==> config.mk <==
export PLATFORM = sky130hd
export DESIGN_NAME = haar_database_sequencer
export DESIGN_NICKNAME = d
export VERILOG_FILES = /design/src/rtl/haar_database_sequencer_pkg.sv /design/src/rtl/haar_database_sequencer_counter.sv /design/src/rtl/haar_database_sequencer.sv
export SDC_FILE = /design/constraint.sdc
export NUM_CORES = 1
export LEC_CHECK = 0
export ABC_CLOCK_PERIOD_IN_PS = 2500
export BUFFER_PORTS_ARGS = -buffer_cell sky130_fd_sc_hd__buf_4
export CAP_MARGIN = 40
export CORE_MARGIN = 2
export CORE_UTILIZATION = 35
export CTS_CLUSTER_DIAMETER = 40
export DETAILED_ROUTE_END_ITERATION = 8
export SYNTH_ARGS = -nofsm -noshare
export SYNTH_HDL_FRONTEND = slang
export SYNTH_SLANG_ARGS = --single-unit
==> constraint.sdc <==
create_clock -name clk -period 2.5 [get_ports clk]
set_input_delay 0.25 -clock clk [delete_from_list [all_inputs] [get_ports clk]]
set_output_delay 0.25 -clock clk [all_outputs]
set_load 0.01 [all_outputs]
==> src/rtl/haar_database_sequencer_pkg.sv <==
// Shared definitions for the Haar database sequencer and the stage classifier.
package haar_database_sequencer_pkg;

    // Words per tree record: 3 rects x 5 words + threshold + left + right.
    localparam int unsigned NumClassifiers = 18;
    // Trailing words per stage: stage threshold, parent, next.
    localparam int unsigned NumStageWords  = 3;

    typedef enum logic [2:0] {
        StIdle,
        StHeader,
        StTree,
        StStage,
        StResult,
        StDone
    } state_e;

endpackage

==> src/rtl/haar_database_sequencer_counter.sv <==
// Wrapping up-counter: runs 0..max_size-1 while enabled, flags the final count.
module haar_database_sequencer_counter #(
    parameter int unsigned WIDTH = 12
) (
    input  logic             clk,
    input  logic             reset,
    input  logic             clear,
    input  logic             enable,
    input  logic [WIDTH-1:0] max_size,
    output logic [WIDTH-1:0] ctr_out,
    output logic             end_count
);

    logic [WIDTH-1:0] ctr_q, ctr_d;

    assign end_count = enable && (ctr_q == max_size - WIDTH'(1));
    assign ctr_out   = ctr_q;

    // Next count: clear has priority, wrap to zero on the final count.
    always_comb begin
        ctr_d = ctr_q;
        if (clear) begin
            ctr_d = '0;
        end else if (enable) begin
            ctr_d = end_count ? '0 : ctr_q + WIDTH'(1);
        end
    end

    // Count register.
    always_ff @(posedge clk) begin
        if (reset) begin
            ctr_q <= '0;
        end else begin
            ctr_q <= ctr_d;
        end
    end

endmodule

==> src/rtl/haar_database_sequencer.sv <==
// Walks the packed Haar cascade ROM and streams it into the stage classifier.
module haar_database_sequencer
    import haar_database_sequencer_pkg::*;
#(
    parameter int unsigned DATA_WIDTH_12   = 12,
    parameter int unsigned ADDR_WIDTH      = 16,
    parameter int unsigned NUM_CLASSIFIERS = NumClassifiers,
    parameter int unsigned NUM_STAGE_WORDS = NumStageWords,
    parameter int unsigned NUM_STAGES      = 25,
    parameter int unsigned RESULT_LATENCY  = 2
) (
    input  logic                     clk,
    input  logic                     reset,
    input  logic                     i_start,
    input  logic                     i_stage_pass,
    output logic [ADDR_WIDTH-1:0]    o_rom_addr,
    output logic                     o_rom_rd,
    input  logic [DATA_WIDTH_12-1:0] i_rom_data,
    output logic                     o_valid,
    output logic [DATA_WIDTH_12-1:0] o_data,
    output logic [DATA_WIDTH_12-1:0] o_index_classifier,
    output logic [DATA_WIDTH_12-1:0] o_index_tree,
    output logic [DATA_WIDTH_12-1:0] o_index_database,
    output logic                     o_end_single_classifier,
    output logic                     o_end_tree,
    output logic                     o_end_all_classifier,
    output logic                     o_end_database,
    output logic                     o_busy,
    output logic                     o_done,
    output logic                     o_face
);

    localparam int unsigned DW = DATA_WIDTH_12;
    localparam int unsigned AW = ADDR_WIDTH;

    // Per-word side information, built at issue time and carried alongside the read.
    typedef struct packed {
        logic          stream;
        logic [DW-1:0] cls;
        logic [DW-1:0] tree;
        logic [DW-1:0] db;
        logic          end_single;
        logic          end_tree;
        logic          end_all;
        logic          end_db;
    } meta_t;

    state_e        state_q, state_d;
    logic          rom_rd_q, rom_rd_d;
    logic [AW-1:0] rom_addr_q, rom_addr_d;
    logic [AW-1:0] next_addr_q, next_addr_d;
    logic [DW-1:0] tree_q, tree_d;
    logic [DW-1:0] tree_count_q, tree_count_d;
    logic [DW-1:0] stage_q, stage_d;
    logic [7:0]    res_q, res_d;
    logic          face_q, face_d;
    meta_t         iss_q, iss_d;
    meta_t         out_q;

    logic          ctr_clr, word_en, word_end, sw_en, sw_end, last_tree;
    logic [DW-1:0] word_idx, sw_idx;

    haar_database_sequencer_counter #(
        .WIDTH (DW)
    ) u_word_ctr (
        .clk       (clk),
        .reset     (reset),
        .clear     (ctr_clr),
        .enable    (word_en),
        .max_size  (DW'(NUM_CLASSIFIERS)),
        .ctr_out   (word_idx),
        .end_count (word_end)
    );

    haar_database_sequencer_counter #(
        .WIDTH (DW)
    ) u_stage_word_ctr (
        .clk       (clk),
        .reset     (reset),
        .clear     (ctr_clr),
        .enable    (sw_en),
        .max_size  (DW'(NUM_STAGE_WORDS)),
        .ctr_out   (sw_idx),
        .end_count (sw_end)
    );

    assign last_tree = (tree_q == tree_count_q - DW'(1));

    // Next-state, ROM read issue and per-word side information.
    always_comb begin
        state_d      = state_q;
        rom_rd_d     = 1'b0;
        rom_addr_d   = rom_addr_q;
        next_addr_d  = next_addr_q;
        tree_d       = tree_q;
        tree_count_d = tree_count_q;
        stage_d      = stage_q;
        res_d        = res_q;
        face_d       = face_q;
        iss_d        = '0;
        ctr_clr      = 1'b0;
        word_en      = 1'b0;
        sw_en        = 1'b0;
        case (state_q)
            StIdle: begin
                if (i_start) begin
                    rom_rd_d    = 1'b1;
                    rom_addr_d  = '0;
                    next_addr_d = AW'(1);
                    stage_d     = '0;
                    tree_d      = '0;
                    face_d      = 1'b0;
                    ctr_clr     = 1'b1;
                    state_d     = StHeader;
                end
            end
            StHeader: begin
                // The header read is in flight while the strobe is high; data lands next cycle.
                if (!rom_rd_q) begin
                    tree_count_d = i_rom_data;
                    tree_d       = '0;
                    state_d      = (i_rom_data == '0) ? StStage : StTree;
                end
            end
            StTree: begin
                rom_rd_d         = 1'b1;
                rom_addr_d       = next_addr_q;
                next_addr_d      = next_addr_q + AW'(1);
                word_en          = 1'b1;
                iss_d.stream     = 1'b1;
                iss_d.cls        = word_idx;
                iss_d.tree       = tree_q;
                iss_d.db         = stage_q;
                iss_d.end_single = word_end;
                iss_d.end_tree   = word_end && last_tree;
                if (word_end) begin
                    if (last_tree) begin
                        state_d = StStage;
                    end else begin
                        tree_d = tree_q + DW'(1);
                    end
                end
            end
            StStage: begin
                rom_rd_d      = 1'b1;
                rom_addr_d    = next_addr_q;
                next_addr_d   = next_addr_q + AW'(1);
                sw_en         = 1'b1;
                iss_d.stream  = 1'b1;
                iss_d.cls     = sw_idx;
                iss_d.tree    = tree_q;
                iss_d.db      = stage_q;
                iss_d.end_all = 1'b1;
                iss_d.end_db  = sw_end;
                if (sw_end) begin
                    res_d   = '0;
                    state_d = StResult;
                end
            end
            StResult: begin
                // Entered one cycle before the last stage word is valid, hence the +1.
                if (res_q == 8'(RESULT_LATENCY + 1)) begin
                    if (!i_stage_pass) begin
                        face_d  = 1'b0;
                        state_d = StDone;
                    end else if (stage_q == DW'(NUM_STAGES - 1)) begin
                        face_d  = 1'b1;
                        state_d = StDone;
                    end else begin
                        stage_d     = stage_q + DW'(1);
                        rom_rd_d    = 1'b1;
                        rom_addr_d  = next_addr_q;
                        next_addr_d = next_addr_q + AW'(1);
                        state_d     = StHeader;
                    end
                end else begin
                    res_d = res_q + 8'd1;
                end
            end
            StDone: begin
                state_d = StIdle;
            end
            default: begin
                state_d = StIdle;
            end
        endcase
    end

    // State, counters, ROM interface and the two-deep side-information pipeline.
    always_ff @(posedge clk) begin
        if (reset) begin
            state_q      <= StIdle;
            rom_rd_q     <= 1'b0;
            rom_addr_q   <= '0;
            next_addr_q  <= '0;
            tree_q       <= '0;
            tree_count_q <= '0;
            stage_q      <= '0;
            res_q        <= '0;
            face_q       <= 1'b0;
            iss_q        <= '0;
            out_q        <= '0;
        end else begin
            state_q      <= state_d;
            rom_rd_q     <= rom_rd_d;
            rom_addr_q   <= rom_addr_d;
            next_addr_q  <= next_addr_d;
            tree_q       <= tree_d;
            tree_count_q <= tree_count_d;
            stage_q      <= stage_d;
            res_q        <= res_d;
            face_q       <= face_d;
            iss_q        <= iss_d;
            out_q        <= iss_q;
        end
    end

    assign o_rom_rd                = rom_rd_q;
    assign o_rom_addr              = rom_addr_q;
    assign o_valid                 = out_q.stream;
    assign o_data                  = out_q.stream ? i_rom_data : '0;
    assign o_index_classifier      = out_q.cls;
    assign o_index_tree            = out_q.tree;
    assign o_index_database        = out_q.db;
    assign o_end_single_classifier = out_q.end_single;
    assign o_end_tree              = out_q.end_tree;
    assign o_end_all_classifier    = out_q.end_all;
    assign o_end_database          = out_q.end_db;
    assign o_busy                  = (state_q != StIdle);
    assign o_done                  = (state_q == StDone);
    assign o_face                  = face_q;

endmodule

Word level (Yosys, flattened, before mapping)
Cells that the tools add are included.
- muxes and demuxes: 50
- reductions and logical operators: 21
- equal/unequal tests: 21
- bitwise operators: 3
- add/subtract/negate cells: 7
- operators with widths (kind ; count):
    $mux W16 ; 8
    $mux W12 ; 10
    $pmux W16 S3 ; 2
    $pmux W37 S2 ; 1
    $add A12 B1 Y12 const B ; 4
    $pmux W12 S3 ; 1
    $eq A12 B5 Y1 const B ; 2
    $mux W3 ; 8
    $pmux W12 S2 ; 1
    $ne A2 B2 Y1 const B ; 9
    $add A16 B1 Y16 const B ; 1
    $mux W8 ; 2
    $pmux W8 S2 ; 1
    $pmux W3 S5 ; 1
    $reduce_and A5 Y1 ; 3
    $eq A12 B12 Y1 ; 1
    $eq A12 B2 Y1 const B ; 1
    $logic_not A12 Y1 ; 1
    $mux W1 ; 12
    $sub A12 B1 Y12 const B ; 1
    $reduce_bool A3 Y1 ; 3
    $add A8 B1 Y8 const B ; 1
    $eq A8 B2 Y1 const B ; 1
    $reduce_or A2 Y1 ; 4
    16 further kinds ; 23
- output and inout bits: 73
- flip-flop bits (word level): 187

Logic depth before layout (Yosys ltp)
- word-level depth: 5
- mapped depth: 11
- mapped depth without buffers: 10

Cells and area by module
From an unflattened synthesis, not the netlist that was laid out.
- cells, all modules: 973
- area total of the unflattened synthesis: 8463.1 um^2
- by module, submodules not included (module ; cells each ; area each (um^2) ; sequential area each (um^2) ; times used):
    haar_database_sequencer ; 714 ; 6429.9 ; 3263.1 ; 1
    haar_database_sequencer_counter at u_stage_word_ctr ; 135 ; 1056.0 ; 240.2 ; 1
    haar_database_sequencer_counter at u_word_ctr ; 124 ; 977.2 ; 240.2 ; 1

Worst setup path after synthesis
OpenSTA, ideal clock, no wires.
- path type: register -> register
- start point: register tree_count_q[0]
- end point: register tree_q[8]
- slack: -0.242 ns
- path buffers: 1
- cell stages (with the launch flop): 12
- arrival: 2.672 ns
- library setup time: 0.070 ns
- required time: 2.430 ns
- cells stage by stage: dfxtp_1 -> inv_1 -> ha_1 -> buf_2 -> or4b_4 -> nor3_2 -> o21ai_1 -> a31o_1 -> a311oi_4 -> o21ai_2 -> or4_1 -> a21oi_1
- cells in the longest elaborated chain, start to end: 4
- ends and longest elaborated chain (element ; line ; source):
    from (decl) ; haar_database_sequencer.sv:53 ; logic [DW-1:0] tree_count_q, tree_count_d;
    from (signal assigned) ; haar_database_sequencer.sv:209 ; tree_count_q <= tree_count_d;
    $sub A12 B1 Y12 ; haar_database_sequencer.sv:87 ; assign last_tree = (tree_q == tree_count_q - DW'(1));
    $eq A12 B12 Y1 ; haar_database_sequencer.sv:87 ;
    $ne A2 B2 Y1 (no line) ; n/a ;
    $reduce_and A5 Y1 (no line) ; n/a ;
    to (signal assigned) ; haar_database_sequencer.sv:208 ; tree_q <= tree_d;
    to (decl) ; haar_database_sequencer.sv:52 ; logic [DW-1:0] tree_q, tree_d;
Every way passes these cells.
A chain may end at the register's enable or synchronous reset.

Worst setup path in the final report
- start point: register tree_count_q[0]
- end point: register tree_q[11]
Same word-level chain as after synthesis.

==> metrics.txt <==
fraction of registers with async set/reset 0%; H-Tree Depth 4; Setup WS post-layout -156 ps; min Tclk post-route 2660 ps; vias per cell 4.88; Worst-Margin Slew 496 ps; I/O pin count 89; worst endpoint data arrival time 3030 ps; leakage 3.68 nW; Hold Crit Start i_rom_data[11]; CTS Buf Count 17; RSZ-0062 raised after global routing yes; Primary FF master, synth dfxtp_1; Post-synth EDFFs 0; Worst EP required about 2900 ps; vias in the first global route 5,574; first-pass GRT wire length 27.6 mm; worst-path cell chain inv_4, ha_4, or4b_4, nor3_4, o21ai_1, a31o_1, a311oi_4, nor2_4, buf_4, or3_1, a21oi_1; DIE AREA 22,400 um^2; crit-path max FO 7; CTS Hold Bufs 0; largest net degree at the start of global routing slightly above 70; initial antenna violation count 0; fin. max-slew vios 0; final setup fails 11; DP Cell Count approximately 1,200; Seq/Total Area, Yosys between 50% and 60%; WP buf/inv 2; syn nets 853; final RePlAce weighted congestion 0.856; reg2reg setup slack -160 ps; Largest delay share family, worst path simple AND/OR/NAND/NOR gates; warning count from the yosys run 0; Final Instance Count excl. Fillers about 1,200; final hold violation count 0; Yosys cell types 54; clock latency on the worst-skew pair 430 ps; Rows 53; share of cells above drive strength 1 20.8%; Int Power 0.00496 W; Clock Power Share a little under two fifths; worst r2r src tree_count_q[0]; Clock Tree Buf Depth 2; top-count cell post-synth dfxtp_1; syn avg cell area around 9 um^2; top-area cell type share of the netlist area 50.3%; sw frac 28.6%; die span in x 150 um; failing checks negative setup slack; max-cap violations 0; # port buffers 88; switching pwr 0.00199 W; Critical R2R Capture tree_q[11]; remaining global-route overflow 0; Tot Pwr 0.00695 W; DR vias 6,018; outcome finished with violations; area delta synth->final 26.5%; Worst IR Drop VDD between 0.4 and 0.5 mV; Reg2Reg Depth 11; setup TNS -683 ps; leading area contributor after synthesis dfxtp_1; CTS tree built; Comb power frac 17.1%; Min-Delay Path Class in -> reg; Worst path max stage delay 520 ps; Initial Util 35.5%; clk sinks 187; Flop pwr share 44.9%; Reg clk slew, reported paths approximately 80 ps; Core ar. 21,000 um^2; initial DRC count 328; crit share post-route 106%; final net count 972; most area-consuming cells after synthesis dfxtp_1, nor2_1, xor2_1; synthesized area 7440 um^2; cells after synthesis a little over 800; critical path class reg -> reg; GRT Resource Usage Total 15.5%; Hold Path End tree_count_q[11]; Fill cells around 2,000; final WL 16.9 mm; Pwr Density about 740 nW/um^2; final clock skew 12.0 ps; dpl hpwl 12.0 mm; ANT nets after route 0; Remaining DRCs 0; WHS Path Cells 3; CTS root buf clkbuf_16; Die Y-Extent 150 um; CP Launch Type flop; crit path capture type flop; diodes inserted 0; FF+latch count, synth between 150 and 200; Commonest cells post-synth dfxtp_1, nor2_1, nand2_1; Routed wire per std cell roughly 14 um; Relative slew margins ~67%; CP max-delay cell or4b_4; f_max 377 MHz; Initial DRT Pass Iterations 4; final core occ between 40 and 50%
-- layout make-up --
class                      count  area [um^2]  share of cell area [%]
tap                          275          344                    3.66
inverter                      17         66.3                   0.705
sequential                   187         3750                    39.8
timing repair buffer         140         1080                    11.4
multi-input combinational    583         3600                    38.2
clock inverter                13          133                    1.41
clock buffer                  19          443                    4.71
-- worst max-delay path by stage --
stage / start / endpoint / slack [ps] / cells after the start
5_1_grt: tree_count_q[0] / tree_q[11] / -260 / 11
4_1_cts: tree_count_q[0] / tree_q[9] / -90 / 10
2_1_floorplan: tree_count_q[0] / tree_q[8] / -200 / 11
3_3_place_gp: tree_count_q[0] / tree_q[9] / -170 / 10
3_5_place_dp: tree_count_q[0] / tree_q[9] / -190 / 10
6_report: tree_count_q[0] / tree_q[11] / -160 / 11
-- state kept, by name (all words and copies together) (netlist names), 3 cells and up --
| signal | flops |
|---|---|
| u_stage_word_ctr.ctr_out | 12 |
| u_word_ctr.ctr_out | 12 |
| tree_q | 12 |
| stage_q | 12 |
| next_addr_q | 16 |
| tree_count_q | 12 |
| o_rom_addr | 16 |
| o_index_classifier | 12 |
| res_q | 8 |
| o_index_tree | 12 |
| o_index_database | 12 |
| state_q | 3 |
| iss_q | 41 |
-- layout by cell type (no fill, tap or decap), types with 15 or more instances in the layout --
master,Yosys,routed
a21oi_1,42,40
a22oi_1,28,28
and2_1,37,37
buf_4,0,138
clkbuf_16,0,17
dfxtp_1,187,185
nand2_1,64,64
nand3_1,28,27
nand4_1,15,15
nor2_1,116,114
nor2b_1,48,47
nor3_1,16,16
o21ai_0,16,15
xnor2_1,18,18
xor2_1,42,42
-- power by group through the flow --
stage	logic, W	clock network (W)	registers [W]
after global routing	0.00131	0.00284	0.00313
final	0.00119	0.00264	0.00312
after floorplan	0.000742	0	0.00315
after CTS	0.00113	0.00271	0.00312
after detailed placement	0.00109	0	0.00319
after global placement	0.00108	0	0.00319
-- per-layer routing --
metal  global-route usage (%)  wire length (um)  vias up
met2                     24.6              7750      129
met4                     5.94               386        0
li1                         -                 -     3060
met3                     4.30               846       27
met5                        0                 0        -
met1                     20.2              7920     2802
-- cells by family (layout without fill, tap and decap cells) --
kind of cell             after synthesis  in the layout  synth area share (%)
buffers and inverters                 57            189                  3.01
adder cells (fa/ha/maj)               10             10                  1.68
flip-flops                           187            187                  50.3
AND/OR/NAND/NOR                      389            389                  26.7
AO/OA/AOI/OAI                        119            119                  10.5
multiplexers                           5              5                 0.690
XOR/XNOR                              60             60                  7.07
-- what timing repair did --
action / CTS / global route
setup buffers: 1 / 2
resized for setup: 5 / 15
gates cloned: 0 / 0
setup endpoints to repair: 14 / 38
pin swaps: 1 / 14
-- metrics by stage --
step / setup slack (ps) / hold WS (ps) / instance area (um^2)
CTS: -86.3 / 71.7 / 9320
global placement: -168 / 418 / 8700
floorplan: -201 / 376 / 7470
finish: -156 / 85.9 / 9410
detailed placement: -194 / 424 / 8700
global route: -262 / 80.7 / 9410
-- worst min-delay path: cells and delay by family --
family                 cells  cell delay [ps]
AO/OA/AOI/OAI              1               50
buffers and inverters      1              120
AND/OR/NAND/NOR            1               50
Note: power is estimated with default switching activity, not from simulation.
